`src/rtl/uart_burst_tx_if.sv`:
```
// CPU-side write bus of the burst UART transmitter: data/strobes in, status flags out.
interface uart_burst_tx_if #(
    parameter int NBYTES = 4
);
    logic [8*NBYTES-1:0] d;
    logic                wrtx;
    logic                wrbaud;
    logic                thre;
    logic                tend;
    logic                ovf;

    modport master (output d, wrtx, wrbaud, input thre, tend, ovf);
    modport slave  (input d, wrtx, wrbaud, output thre, tend, ovf);
endinterface

```
`src/rtl/uart_burst_tx.sv`:
```
// UART transmitter with a word FIFO; each word carries 1..NBYTES bytes sent back-to-back.
// Optional even-parity bit between DATA and STOP when UARTB_PARITY_EN is defined.
module uart_burst_tx #(
    parameter int NBYTES  = 4,
    parameter int DIV_W   = 9,
    parameter int DIV_RST = 7,
    parameter int DEPTH   = 2
) (
    input  logic           clk,
    input  logic           rstn,
    uart_burst_tx_if.slave bus,
    output logic           txd
);
    localparam int LEN_W = $clog2(NBYTES);
    localparam int NB_W  = LEN_W + 1;
    localparam int AW    = $clog2(DEPTH);
    localparam int DW    = 8 * NBYTES;

    localparam logic [2:0] S_IDLE   = 3'd0;
    localparam logic [2:0] S_START  = 3'd1;
    localparam logic [2:0] S_DATA   = 3'd2;
`ifdef UARTB_PARITY_EN
    localparam logic [2:0] S_PARITY = 3'd3;
`endif
    localparam logic [2:0] S_STOP   = 3'd4;

    logic [DIV_W-1:0] div_reg;
    logic             mode_reg;
    logic [LEN_W-1:0] blen_reg;

    logic [DW-1:0]    word_mem [DEPTH];
    logic [NB_W-1:0]  nb_mem   [DEPTH];
    logic [AW-1:0]    wr_ptr_reg, rd_ptr_reg;
    logic [AW:0]      count_reg, count_next;
    logic             full, empty, push_ok, pop;
    logic [NB_W-1:0]  nb_in;

    logic [2:0]       state_reg, state_next;
    logic [DIV_W-1:0] baud_reg, baud_next;
    logic [DIV_W-1:0] div_lat_reg, div_lat_next;
    logic [2:0]       bit_reg, bit_next;
    logic [DW-1:0]    word_reg, word_next;
    logic [NB_W-1:0]  left_reg, left_next;
    logic             txd_reg, txd_next;
    logic             thre_reg, tend_reg, ovf_reg;
    logic             baud_done;
    logic [7:0]       cur_byte;

    assign full      = (count_reg == (AW+1)'(DEPTH));
    assign empty     = (count_reg == '0);
    // A pop in the same edge frees a slot, so a push into a full FIFO is still taken.
    assign push_ok   = bus.wrtx && (!full || pop);
    assign nb_in     = mode_reg ? (NB_W'(blen_reg) + NB_W'(1)) : NB_W'(1);
    assign baud_done = (baud_reg == div_lat_reg);
    assign cur_byte  = word_reg[7:0];

    always_ff @(posedge clk or negedge rstn) begin
        if (!rstn) begin
            div_reg  <= DIV_W'(DIV_RST);
            mode_reg <= 1'b0;
            blen_reg <= '0;
        end else if (bus.wrbaud) begin
            div_reg  <= bus.d[DIV_W-1:0];
            mode_reg <= bus.d[DW-1];
            blen_reg <= bus.d[DW-2 -: LEN_W];
        end
    end

    always_ff @(posedge clk) begin
        if (push_ok) begin
            word_mem[wr_ptr_reg] <= bus.d;
            nb_mem[wr_ptr_reg]   <= nb_in;
        end
    end

    always_comb begin
        count_next = count_reg;
        if (push_ok && !pop)
            count_next = count_reg + (AW+1)'(1);
        else if (!push_ok && pop)
            count_next = count_reg - (AW+1)'(1);
    end

    always_comb begin
        state_next   = state_reg;
        baud_next    = baud_reg;
        div_lat_next = div_lat_reg;
        bit_next     = bit_reg;
        word_next    = word_reg;
        left_next    = left_reg;
        txd_next     = txd_reg;
        pop          = 1'b0;
        case (state_reg)
            S_IDLE: begin
                if (!empty) pop = 1'b1;
            end
            S_START: begin
                if (baud_done) begin
                    state_next = S_DATA;
                    bit_next   = 3'd0;
                    baud_next  = '0;
                    txd_next   = cur_byte[0];
                end else begin
                    baud_next = baud_reg + DIV_W'(1);
                end
            end
            S_DATA: begin
                if (baud_done) begin
                    baud_next = '0;
                    if (bit_reg == 3'd7) begin
`ifdef UARTB_PARITY_EN
                        state_next = S_PARITY;
                        txd_next   = ^cur_byte;
`else
                        state_next = S_STOP;
                        txd_next   = 1'b1;
`endif
                    end else begin
                        bit_next = bit_reg + 3'd1;
                        txd_next = cur_byte[bit_reg + 3'd1];
                    end
                end else begin
                    baud_next = baud_reg + DIV_W'(1);
                end
            end
`ifdef UARTB_PARITY_EN
            S_PARITY: begin
                if (baud_done) begin
                    state_next = S_STOP;
                    baud_next  = '0;
                    txd_next   = 1'b1;
                end else begin
                    baud_next = baud_reg + DIV_W'(1);
                end
            end
`endif
            S_STOP: begin
                if (baud_done) begin
                    if (left_reg != '0) begin
                        // Next byte of the same word: shift it down and restart with the current divider.
                        state_next   = S_START;
                        word_next    = word_reg >> 8;
                        left_next    = left_reg - NB_W'(1);
                        baud_next    = '0;
                        div_lat_next = div_reg;
                        txd_next     = 1'b0;
                    end else if (!empty) begin
                        pop = 1'b1;
                    end else begin
                        state_next = S_IDLE;
                    end
                end else begin
                    baud_next = baud_reg + DIV_W'(1);
                end
            end
            default: begin
                state_next = S_IDLE;
                txd_next   = 1'b1;
            end
        endcase
        if (pop) begin
            state_next   = S_START;
            word_next    = word_mem[rd_ptr_reg];
            left_next    = nb_mem[rd_ptr_reg] - NB_W'(1);
            baud_next    = '0;
            div_lat_next = div_reg;
            txd_next     = 1'b0;
        end
    end

    always_ff @(posedge clk or negedge rstn) begin
        if (!rstn) begin
            wr_ptr_reg  <= '0;
            rd_ptr_reg  <= '0;
            count_reg   <= '0;
            state_reg   <= S_IDLE;
            baud_reg    <= '0;
            div_lat_reg <= '0;
            bit_reg     <= '0;
            word_reg    <= '0;
            left_reg    <= '0;
            txd_reg     <= 1'b1;
            thre_reg    <= 1'b1;
            tend_reg    <= 1'b1;
            ovf_reg     <= 1'b0;
        end else begin
            if (push_ok) wr_ptr_reg <= wr_ptr_reg + AW'(1);
            if (pop)     rd_ptr_reg <= rd_ptr_reg + AW'(1);
            count_reg   <= count_next;
            state_reg   <= state_next;
            baud_reg    <= baud_next;
            div_lat_reg <= div_lat_next;
            bit_reg     <= bit_next;
            word_reg    <= word_next;
            left_reg    <= left_next;
            txd_reg     <= txd_next;
            thre_reg    <= (count_next != (AW+1)'(DEPTH));
            tend_reg    <= (state_next == S_IDLE) && (count_next == '0);
            // A dropped word outranks a clearing config write in the same cycle.
            if (bus.wrtx && !push_ok)
                ovf_reg <= 1'b1;
            else if (bus.wrbaud)
                ovf_reg <= 1'b0;
        end
    end

    assign txd      = txd_reg;
    assign bus.thre = thre_reg;
    assign bus.tend = tend_reg;
    assign bus.ovf  = ovf_reg;
endmodule
```
`src/flat_wrapper.sv`:
```
// flat-port wrapper written by rule: the top's interface ports become plain ports
module uart_burst_tx_flat 
#(
    parameter int NBYTES  = 4,
    parameter int DIV_W   = 9,
    parameter int DIV_RST = 7,
    parameter int DEPTH   = 2
)
  (clk, rstn, txd, bus_d, bus_wrtx, bus_wrbaud, bus_thre, bus_tend, bus_ovf);
  uart_burst_tx_if #(.NBYTES(NBYTES)) bus_i ();
  input  logic clk;
  input  logic rstn;
  output logic txd;
  input wire logic [$bits(bus_i.d)-1:0] bus_d;
  input wire logic [$bits(bus_i.wrtx)-1:0] bus_wrtx;
  input wire logic [$bits(bus_i.wrbaud)-1:0] bus_wrbaud;
  output wire logic [$bits(bus_i.thre)-1:0] bus_thre;
  output wire logic [$bits(bus_i.tend)-1:0] bus_tend;
  output wire logic [$bits(bus_i.ovf)-1:0] bus_ovf;
  assign bus_i.d = bus_d;
  assign bus_i.wrtx = bus_wrtx;
  assign bus_i.wrbaud = bus_wrbaud;
  assign bus_thre = bus_i.thre;
  assign bus_tend = bus_i.tend;
  assign bus_ovf = bus_i.ovf;
  uart_burst_tx #(.NBYTES(NBYTES), .DIV_W(DIV_W), .DIV_RST(DIV_RST), .DEPTH(DEPTH)) u_core (.clk(clk), .rstn(rstn), .bus(bus_i), .txd(txd));
endmodule
```
`config.mk`:
```
export PLATFORM = sky130hd
export DESIGN_NAME = uart_burst_tx_flat
export DESIGN_NICKNAME = d
export VERILOG_FILES = /design/src/rtl/uart_burst_tx_if.sv /design/src/rtl/uart_burst_tx.sv /design/src/flat_wrapper.sv
export SDC_FILE = /design/constraint.sdc
export NUM_CORES = 1
export LEC_CHECK = 0
export CORE_UTILIZATION = 45
export DETAILED_ROUTE_END_ITERATION = 16
export PLACE_DENSITY = 0.68
export SYNTH_ARGS = -nofsm -noshare
export SYNTH_HDL_FRONTEND = slang
export SYNTH_SLANG_ARGS = --single-unit
```
`constraint.sdc`:
```
create_clock -name clk -period 5.8 [get_ports clk]
set_input_delay 1.45 -clock clk [delete_from_list [all_inputs] [get_ports clk]]
set_output_delay 1.45 -clock clk [all_outputs]
set_load 0.02 [all_outputs]
```
After elaboration in Yosys (flattened, before gate mapping)
Memories as Yosys holds them, arrays and structs flattened.
Cells that the tools add are included.
Operators by class
  $add $sub $neg: 9
  $lt $le $gt $ge: 1
  equal/unequal tests: 16
  multiplexer cells: 49
  reductions and logical operators: 25
Operators with widths (number)
  $mux 32: 4
  $mux 9: 8
  $mux 3: 15
  $pmux 9 s2: 1
  $mux 1: 14
  $ne 3x1->1 const B: 4
  $pmux 3 s4: 1
  $reduce_bool 2->1: 5
  $add 9x1->9 const B: 1
  $eq 9x9->1: 1
  $eq 3x3->1 const B: 2
  $logic_not 3->1: 2
  $ne 2x1->1 const B: 3
  $pmux 3 s2: 1
  $reduce_bool 3->1: 2
  $sub 3x1->3 const B: 2
  $logic_and 1x1->1: 5
  $reduce_and 5->1: 1
  $logic_not 2->1: 2
  $lt 3x4->1 const B: 1
  $mux 2: 2
  $ne 2x2->1 const B: 2
  $ne 4x3->1 const B: 1
  $pmux 1 s4: 1
  16 further kinds: 19
Word-level totals
  logic and storage cells: 118
  memory bits (writable): 70
  memories: 2
  register bits after elaboration: 79
Memories
  u_core.word_mem: words 2, width 32, read ports 1, clocked after Yosys merged registers in 0, wr ports 1, line uart_burst_tx.sv:31  | logic [DW-1:0] word_mem [DEPTH];
  u_core.nb_mem: words 2, width 3, read ports 1, clocked after Yosys merged registers in 0, wr ports 1, line uart_burst_tx.sv:32  | logic [NB_W-1:0] nb_mem [DEPTH];

Depth between registers and ports, before layout
Gate-level depths: netlist of the first run.
  depth in word-level cells: 13
  depth in mapped cells: 13
  gate-level depth less buffers: 10

Worst setup path after synthesis of the first run
Ideal clock, no wire load.
  path kind: register to register
  from: reg u_core.state_reg[1]
  to: mem u_core.nb_mem[0][0] in the netlist's numbering (enable)
  path slack: 2.079 ns
  buffers on the path: 3
  stages on the path, launching flop included: 10
  arrival time: 3.290 ns
  setup time: 0.431 ns
  path through: dfrtp_1 -> buf_6 -> or3b_4 -> nor3_1 -> and4_1 -> buf_4 -> nor2_2 -> buf_6 -> a21oi_2 -> nor2b_1
On the way
  cells in the longest elaborated chain, start to end: 6
  elaborated cells between the ends (all ways): 7
RTL lines
  start, declared: line uart_burst_tx.sv:38  | logic [2:0] state_reg, state_next;
  start signal, assigned: line uart_burst_tx.sv:190  | state_reg <= state_next;
  $eq 3x3->1 or $logic_not 3->1 (tied branches): line uart_burst_tx.sv:93  | case (state_reg)
  $pmux 1 s2 *: line uart_burst_tx.sv:93
  $logic_or 1x1->1 *: line uart_burst_tx.sv:52  | assign push_ok = bus.wrtx && (!full || pop);
  $logic_and 1x1->1 *: line uart_burst_tx.sv:52
  $mux 1 *: line uart_burst_tx.sv:70  | if (push_ok) begin
  $mux 1 (implied by the code) *: line uart_burst_tx.sv:72  | nb_mem[wr_ptr_reg] <= nb_in;
  end, declared: line uart_burst_tx.sv:32
Mark *: on every way between the ends. The rest lies on a longest branch, timed or not.

Worst setup path after layout of the first run
  from: in bus_wrtx
  to: mem u_core.word_mem[0][6] in the netlist's numbering (enable)
On the way
  cells in the longest elaborated chain, start to end: 3
RTL lines
  start, declared: line flat_wrapper.sv:15  | input wire logic [$bits(bus_i.wrtx)-1:0] bus_wrtx;
  $logic_and 1x1->1: line uart_burst_tx.sv:52
  $mux 1: line uart_burst_tx.sv:70
  $mux 1 (implied by the code): line uart_burst_tx.sv:71  | word_mem[wr_ptr_reg] <= bus.d;
  end, declared: line uart_burst_tx.sv:31
No other way between the ends.

==> reports/qor.csv, run 1 <==
metric,value,unit
grt_setup_unrepaired,false,
synth-seq-cells,149,
first_global_vias,3847,
first_iter_violations,277,
crit_buf_inv,2,
row_count,42,
max_freq,310,MHz
cts_tree,built,
slew_headroom,0.196,
synth_edf_count,70,
cp.required,5.84,ns
ys_seq_area_frac,0.645,
syn_nets,504,
finalHoldViolCount,0,
arrival,3.26,ns
ant_nets,0,
critPathLaunchType,input pin,
slew_viol_final,0,
syn_area,6330,um^2
areaGrowthSynthToFinish,16.6,%
vias_per_cell,5.48,
clock_latency,0.42,ns
fin_crit,3.22,ns
coreArea,13500,um^2
track_usage,0.180,
setup-tns-final,0,ns
grt_max_degree,80,
syn_inst,461,
cts_made_buffers,17,
setup_viol,0,
clk_path_buf_depth,2,
cts_root_buf,clkbuf_16,
nets,541,
postCtsSetupRepairBufs,0,
status,completed,
wl,11.7,mm
crit_path_max_fanout,35,
post-route-period-util,0.556,
hold_depth,2,
placed_cells,655,
hold_start,u_core.word_reg[24]$_DFFE_PN0P_,
timing.rr.end,u_core.word_mem[0][6]$_DFFE_PP_,
hold_path_class,reg2reg,
cpPeakStageDelay,0.89,ns
largest_reg_flops,64,
fin_worst_skew,0.0138,ns
p_leak,0.00290,uW
placed_area,6830,um^2
grt-ovfl-total,0,
ys.flop_type,dfrtp_1,
hold_ws,0.483,ns
drive_gt1_frac,0.155,
rrSetupSlack,2.67,ns
die_h,121,um
crit_path_top_delay_cell,nor2b_4,
vias,3762,
path_delay_family,simple AND/OR/NAND/NOR gates,
ir_worst_vdd,0.202,mV
fin_cells,687,
wl_per_cell,17.0,um
drtPass1Iterations,4,
power.total,3640,uW
worst-r2r-cell-count,6,
dieWidth,121,um
path_class,in2reg,
crit_chain,clkdlybuf4s50_1 -> inv_1 -> a21oi_2 -> nor2b_4,
r2r_start,u_core.state_reg[2]$_DFF_PN0_,
dp_hpwl,7.48,mm
dieArea,14600,um^2
io_buffers,39,
path_clk_slew,0.06,ns
cts_hold_buf,0,
worst_pin_slew,1.19,ns
ctsResizeCount,0,
n_antenna_cell,0,
endpoint_kind,flop,
grt_pass1_wl,19.5,mm
antenna_found_initial,0,
gp_congestion,0.777,
drv_cap,0,
cts_sinks,149,
ys_warn_count,0,
synth_cell_type_count,58,
async_flop_share,0.530,
power_density,492,nW/um^2
io_pins,40,
syn_avg_cell_area,13.7,um^2
hold_end,u_core.word_reg[24]$_DFFE_PN0P_,
initial_core_util,0.469,
fin_area,7390,um^2
drc,0,
htreeDepth,4,
-- power breakdown --
part | internal [uW] | leakage [uW] | switching, uW
Sequential | 1460 | 0.00160 | 188
Combinational | 431 | 0.00103 | 552
Clock | 593 | 0.000264 | 412
Total | 2490 | 0.00290 | 1150
-- final cells by class --
| class | count | area, um^2 |
|---|---|---|
| Fill cell | 1094 | 6120 |
| Sequential cell | 149 | 4090 |
| Multi-Input combinational cell | 281 | 2080 |
| Clock buffer | 21 | 482 |
| Timing Repair Buffer | 44 | 425 |
| Tap cell | 176 | 220 |
| Clock inverter | 11 | 75.1 |
| Inverter | 5 | 18.8 |
-- tightest hold or removal path, cell delays in order, from the launching register on --
cell	delay [ns]
dfrtp_1	0.34
nand2_1	0.05
o21ai_0	0.06
-- kinds of logic after synthesis --
group | Yosys count | synth area share
flops | 149 | 0.645
compound gates | 105 | 0.110
fa+ha+maj | 7 | 0.0138
mux | 59 | 0.103
xor+xnor | 13 | 0.0180
simple gates | 97 | 0.0814
buf+inv | 31 | 0.0288
-- per-layer routing --
| layer | global-route usage | part of all wire |
|---|---|---|
| met1 | 0.241 | 0.46 |
| met2 | 0.275 | 0.47 |
| met3 | 0.0406 | 0.046 |
| met4 | 0.0910 | 0.020 |
| met5 | 0 | 0 |
-- cell usage after synthesis (3+ instances only) --
library cell | number | area (um^2)
o21ai_0 | 35 | 175
dfrtp_1 | 73 | 1830
buf_2 | 5 | 25.0
nor2b_1 | 10 | 62.6
inv_1 | 5 | 18.8
nand2_1 | 32 | 120
a22oi_1 | 16 | 120
a211oi_1 | 7 | 52.6
nand3_1 | 7 | 35.0
nor3_1 | 8 | 40.0
xor2_1 | 11 | 96.3
o211ai_1 | 3 | 22.5
and3_1 | 4 | 25.0
buf_6 | 7 | 78.8
nand4_1 | 3 | 18.8
o21ai_1 | 6 | 30.0
and2_1 | 3 | 18.8
dfstp_2 | 6 | 158
ha_1 | 7 | 87.6
nand2b_1 | 3 | 18.8
a21oi_1 | 16 | 80.1
a22o_1 | 5 | 43.8
a21o_1 | 3 | 22.5
nor2_1 | 10 | 37.5
clkbuf_1 | 11 | 41.3
mux2_2 | 18 | 203
mux2_4 | 3 | 45.0
edfxtp_1 | 70 | 2100
mux2i_1 | 36 | 360
-- cells in the final DEF (no fill, tap or decap), types with 2 or more instances in the layout --
| master | synthesis | final |
|---|---|---|
| o21ai_1 | 6 | 6 |
| nand4_1 | 3 | 3 |
| o211ai_1 | 3 | 3 |
| and3_1 | 4 | 4 |
| clkinvlp_4 | 0 | 4 |
| mux4_2 | 2 | 2 |
| nand2_1 | 32 | 32 |
| a21oi_1 | 16 | 16 |
| dfrtp_1 | 73 | 72 |
| clkbuf_16 | 0 | 18 |
| clkinv_2 | 0 | 3 |
| nand2b_1 | 3 | 3 |
| nand3b_1 | 2 | 2 |
| a22oi_1 | 16 | 16 |
| xnor2_1 | 2 | 2 |
| mux2_2 | 18 | 18 |
| mux2_4 | 3 | 3 |
| mux2i_1 | 36 | 36 |
| a21o_1 | 3 | 3 |
| and2_1 | 3 | 3 |
| clkinv_4 | 0 | 2 |
| inv_1 | 5 | 5 |
| clkdlybuf4s50_1 | 0 | 38 |
| buf_4 | 2 | 6 |
| clkbuf_8 | 0 | 2 |
| nor4_2 | 2 | 2 |
| or2_2 | 2 | 2 |
| nand3_1 | 7 | 7 |
| nor2_1 | 10 | 10 |
| nor3_1 | 8 | 8 |
| or3_1 | 2 | 2 |
| o21ai_0 | 35 | 35 |
| a211o_1 | 2 | 2 |
| xor2_1 | 11 | 11 |
| edfxtp_1 | 70 | 70 |
| dfstp_2 | 6 | 6 |
| a211oi_1 | 7 | 7 |
| nor2b_1 | 10 | 9 |
| ha_1 | 7 | 7 |
| a22o_1 | 5 | 5 |
-- how the worst max path moves through the flow --
stage / startpoint / to / slack (ns) / cells past startpoint
after floorplan: u_core.state_reg[1]$_DFF_PN0_ / u_core.nb_mem[0][0]$_DFFE_PP_ / 2.08 / 9
after global placement: bus_wrtx / u_core.word_mem[0][17]$_DFFE_PP_ / 2.16 / 4
after detailed placement: bus_wrtx / u_core.word_mem[0][24]$_DFFE_PP_ / 2.11 / 4
after CTS: bus_wrtx / u_core.nb_mem[0][2]$_DFFE_PP_ / 2.57 / 4
after global routing: bus_wrtx / u_core.nb_mem[0][2]$_DFFE_PP_ / 2.37 / 4
final: bus_wrtx / u_core.word_mem[0][6]$_DFFE_PP_ / 2.58 / 4
-- stage by stage --
| stage | setup slack [ns] | util |
|---|---|---|
| 5_1_grt | 2.37 | 0.547 |
| 6_report | 2.58 | 0.547 |
| 4_1_cts | 2.57 | 0.547 |
| 3_3_place_gp | 2.16 | 0.506 |
| 3_5_place_dp | 2.11 | 0.506 |
| 2_1_floorplan | 2.08 | - |
Power figures use the tool's default switching activity.
==> run 2, diff against run 1 <==
--- a/config.mk
+++ b/config.mk
@@ -7,7 +7,7 @@
 export LEC_CHECK = 0
 export CORE_UTILIZATION = 45
 export DETAILED_ROUTE_END_ITERATION = 16
-export PLACE_DENSITY = 0.68
+export PLACE_DENSITY = 0.71
 export SYNTH_ARGS = -nofsm -noshare
 export SYNTH_HDL_FRONTEND = slang
 export SYNTH_SLANG_ARGS = --single-unit
==> constraint.sdc (replaced) <==
create_clock -name clk -period 2.8 [get_ports clk]
set_input_delay 0.7 -clock clk [delete_from_list [all_inputs] [get_ports clk]]
set_output_delay 0.7 -clock clk [all_outputs]
set_load 0.02 [all_outputs]
==> run 2 against run 1 <==
- routed wire length up 4.0%
- flip-flop and latch count stayed put
- critical path type is now reg2reg
- combinational power rose by 110%
- non-clock buffer count up 8
- global-route usage up 0.13 points
- critical path depth is 3 higher
- clock power is 110% higher
- hold slack worse by 0.11 ns
- critical endpoint is now u_core.word_mem[0][0]$_DFFE_PP_
- largest cell class unchanged
==> reports/qor.csv, run 2 (synthesis gave the netlist of run 1 again) <==
metric,value,unit
die_h,121,um
htreeDepth,4,
critPathLaunchType,flop,
areaGrowthSynthToFinish,18.1,%
antenna_found_initial,0,
ctsResizeCount,0,
vias_per_cell,5.51,
io_buffers,39,
drv_cap,0,
wl_per_cell,17.4,um
dpl_worst_slack,0.287,ns
most-common-layout-cells,"72 x dfrtp_1, 70 x edfxtp_1, 38 x clkdlybuf4s50_1",
clock_latency,0.42,ns
initial_core_util,0.469,
dp_hpwl,8.01,mm
final_common_cell,dfrtp_1,
drive_gt1_frac,0.168,
cts_made_buffers,17,
grt_max_degree,65,
crit_path_max_fanout,35,
grt-ovfl-total,0,
setup_viol,0,
cp.required,2.91,ns
worst_slack,0.258,ns
vias,3826,
path_clk_slew,0.06,ns
coreArea,13500,um^2
grt_setup_unrepaired,false,
dieWidth,121,um
gp_congestion,0.864,
ir_worst_vdd,0.553,mV
cts_hold_buf,0,
hold_path_class,in2async,
post-route-period-util,0.908,
drtPass1Iterations,4,
postCtsSetupRepairBufs,0,
largest_reg_flops,64,
cts_sinks,149,
worst_pin_slew,0.823,ns
ant_nets,0,
path_class,reg2reg,
clk_path_buf_depth,2,
fin_util,0.554,
drc,0,
nets,549,
placed_area,6920,um^2
fin_worst_skew,0.00946,ns
first_global_vias,3906,
fin_crit,2.54,ns
power_density,1020,nW/um^2
fin_area,7480,um^2
row_count,42,
endpoint_kind,flop,
dieArea,14600,um^2
wl,12.1,mm
cts_root_buf,clkbuf_16,
cts_tree,built,
slew_headroom,0.451,
grt_pass1_wl,19.7,mm
finalHoldViolCount,0,
status,completed,
slew_viol_final,0,
p_leak,0.00295,uW
max_freq,393,MHz
setup-tns-final,0,ns
io_pins,40,
track_usage,0.181,
n_antenna_cell,0,
arrival,2.65,ns
first_iter_violations,325,
==> run 2: cell count changes in the layout (fill, tap and decap cells not counted), sizes merged <==
cell      previous run  this run
clkinvlp             4         3
clkinv               6         5
bufinv               0         1
buf                  6        14
inv                  6         7
==> run 2: worst max-delay path, stage by stage, from the launching register on <==
cell     delay (ns)
dfrtp_1        0.46
or3b_4         0.47
nor3_1         0.14
and4_1         0.36
nor2_2         0.12
a21oi_2        0.23
nor2b_4        0.19
buf_12         0.22
==> run 2: path summary, 6_finish.rpt <==
kind | startpoint | endpoint | slack (ns) | depth (start not counted)
max | u_core.state_reg[1]$_DFF_PN0_ | u_core.word_mem[0][0]$_DFFE_PP_ | 0.26 | 7
min | rstn | u_core.state_reg[2]$_DFF_PN0_ | 0.37 | 1
max reg2reg | u_core.state_reg[1]$_DFF_PN0_ | u_core.word_mem[0][0]$_DFFE_PP_ | 0.26 | 7
min reg2reg | u_core.word_reg[30]$_DFFE_PN0P_ | u_core.word_reg[30]$_DFFE_PN0P_ | 0.49 | 2
max in group asynchronous | rstn | u_core.word_reg[24]$_DFFE_PN0P_ | 1.75 | 2
min in group clk | u_core.word_reg[30]$_DFFE_PN0P_ | u_core.word_reg[30]$_DFFE_PN0P_ | 0.49 | 2
==> run 2: area by class of cell <==
class	instances	area, um^2
Sequential cell	149	4090
Clock inverter	11	101
Clock buffer	21	460
Tap cell	176	220
Timing Repair Buffer	52	510
Multi-Input combinational cell	281	2080
Fill cell	1082	6030
Inverter	5	18.8
==> run 2: per-stage QoR <==
step	power (uW)	hold WS [ns]	std cells
global route	8060	0.453	695
finish	7640	0.375	695
floorplan	4940	0.404	461
global placement	5450	0.462	663
detailed placement	5550	0.475	663
CTS	7690	0.417	695
==> run 2: routing by layer <==
metal  global-route usage  share of wire
met1                0.236           0.46
met2                0.290           0.48
met3               0.0406          0.038
met4               0.0795          0.021
met5                    0              0
==> run 2: report_power, final <==
part	switching (uW)	total (uW)	leakage (uW)	internal (uW)
Clock	859	2130	0.000267	1270
Combinational	1150	2080	0.00108	937
Sequential	402	3430	0.00160	3030
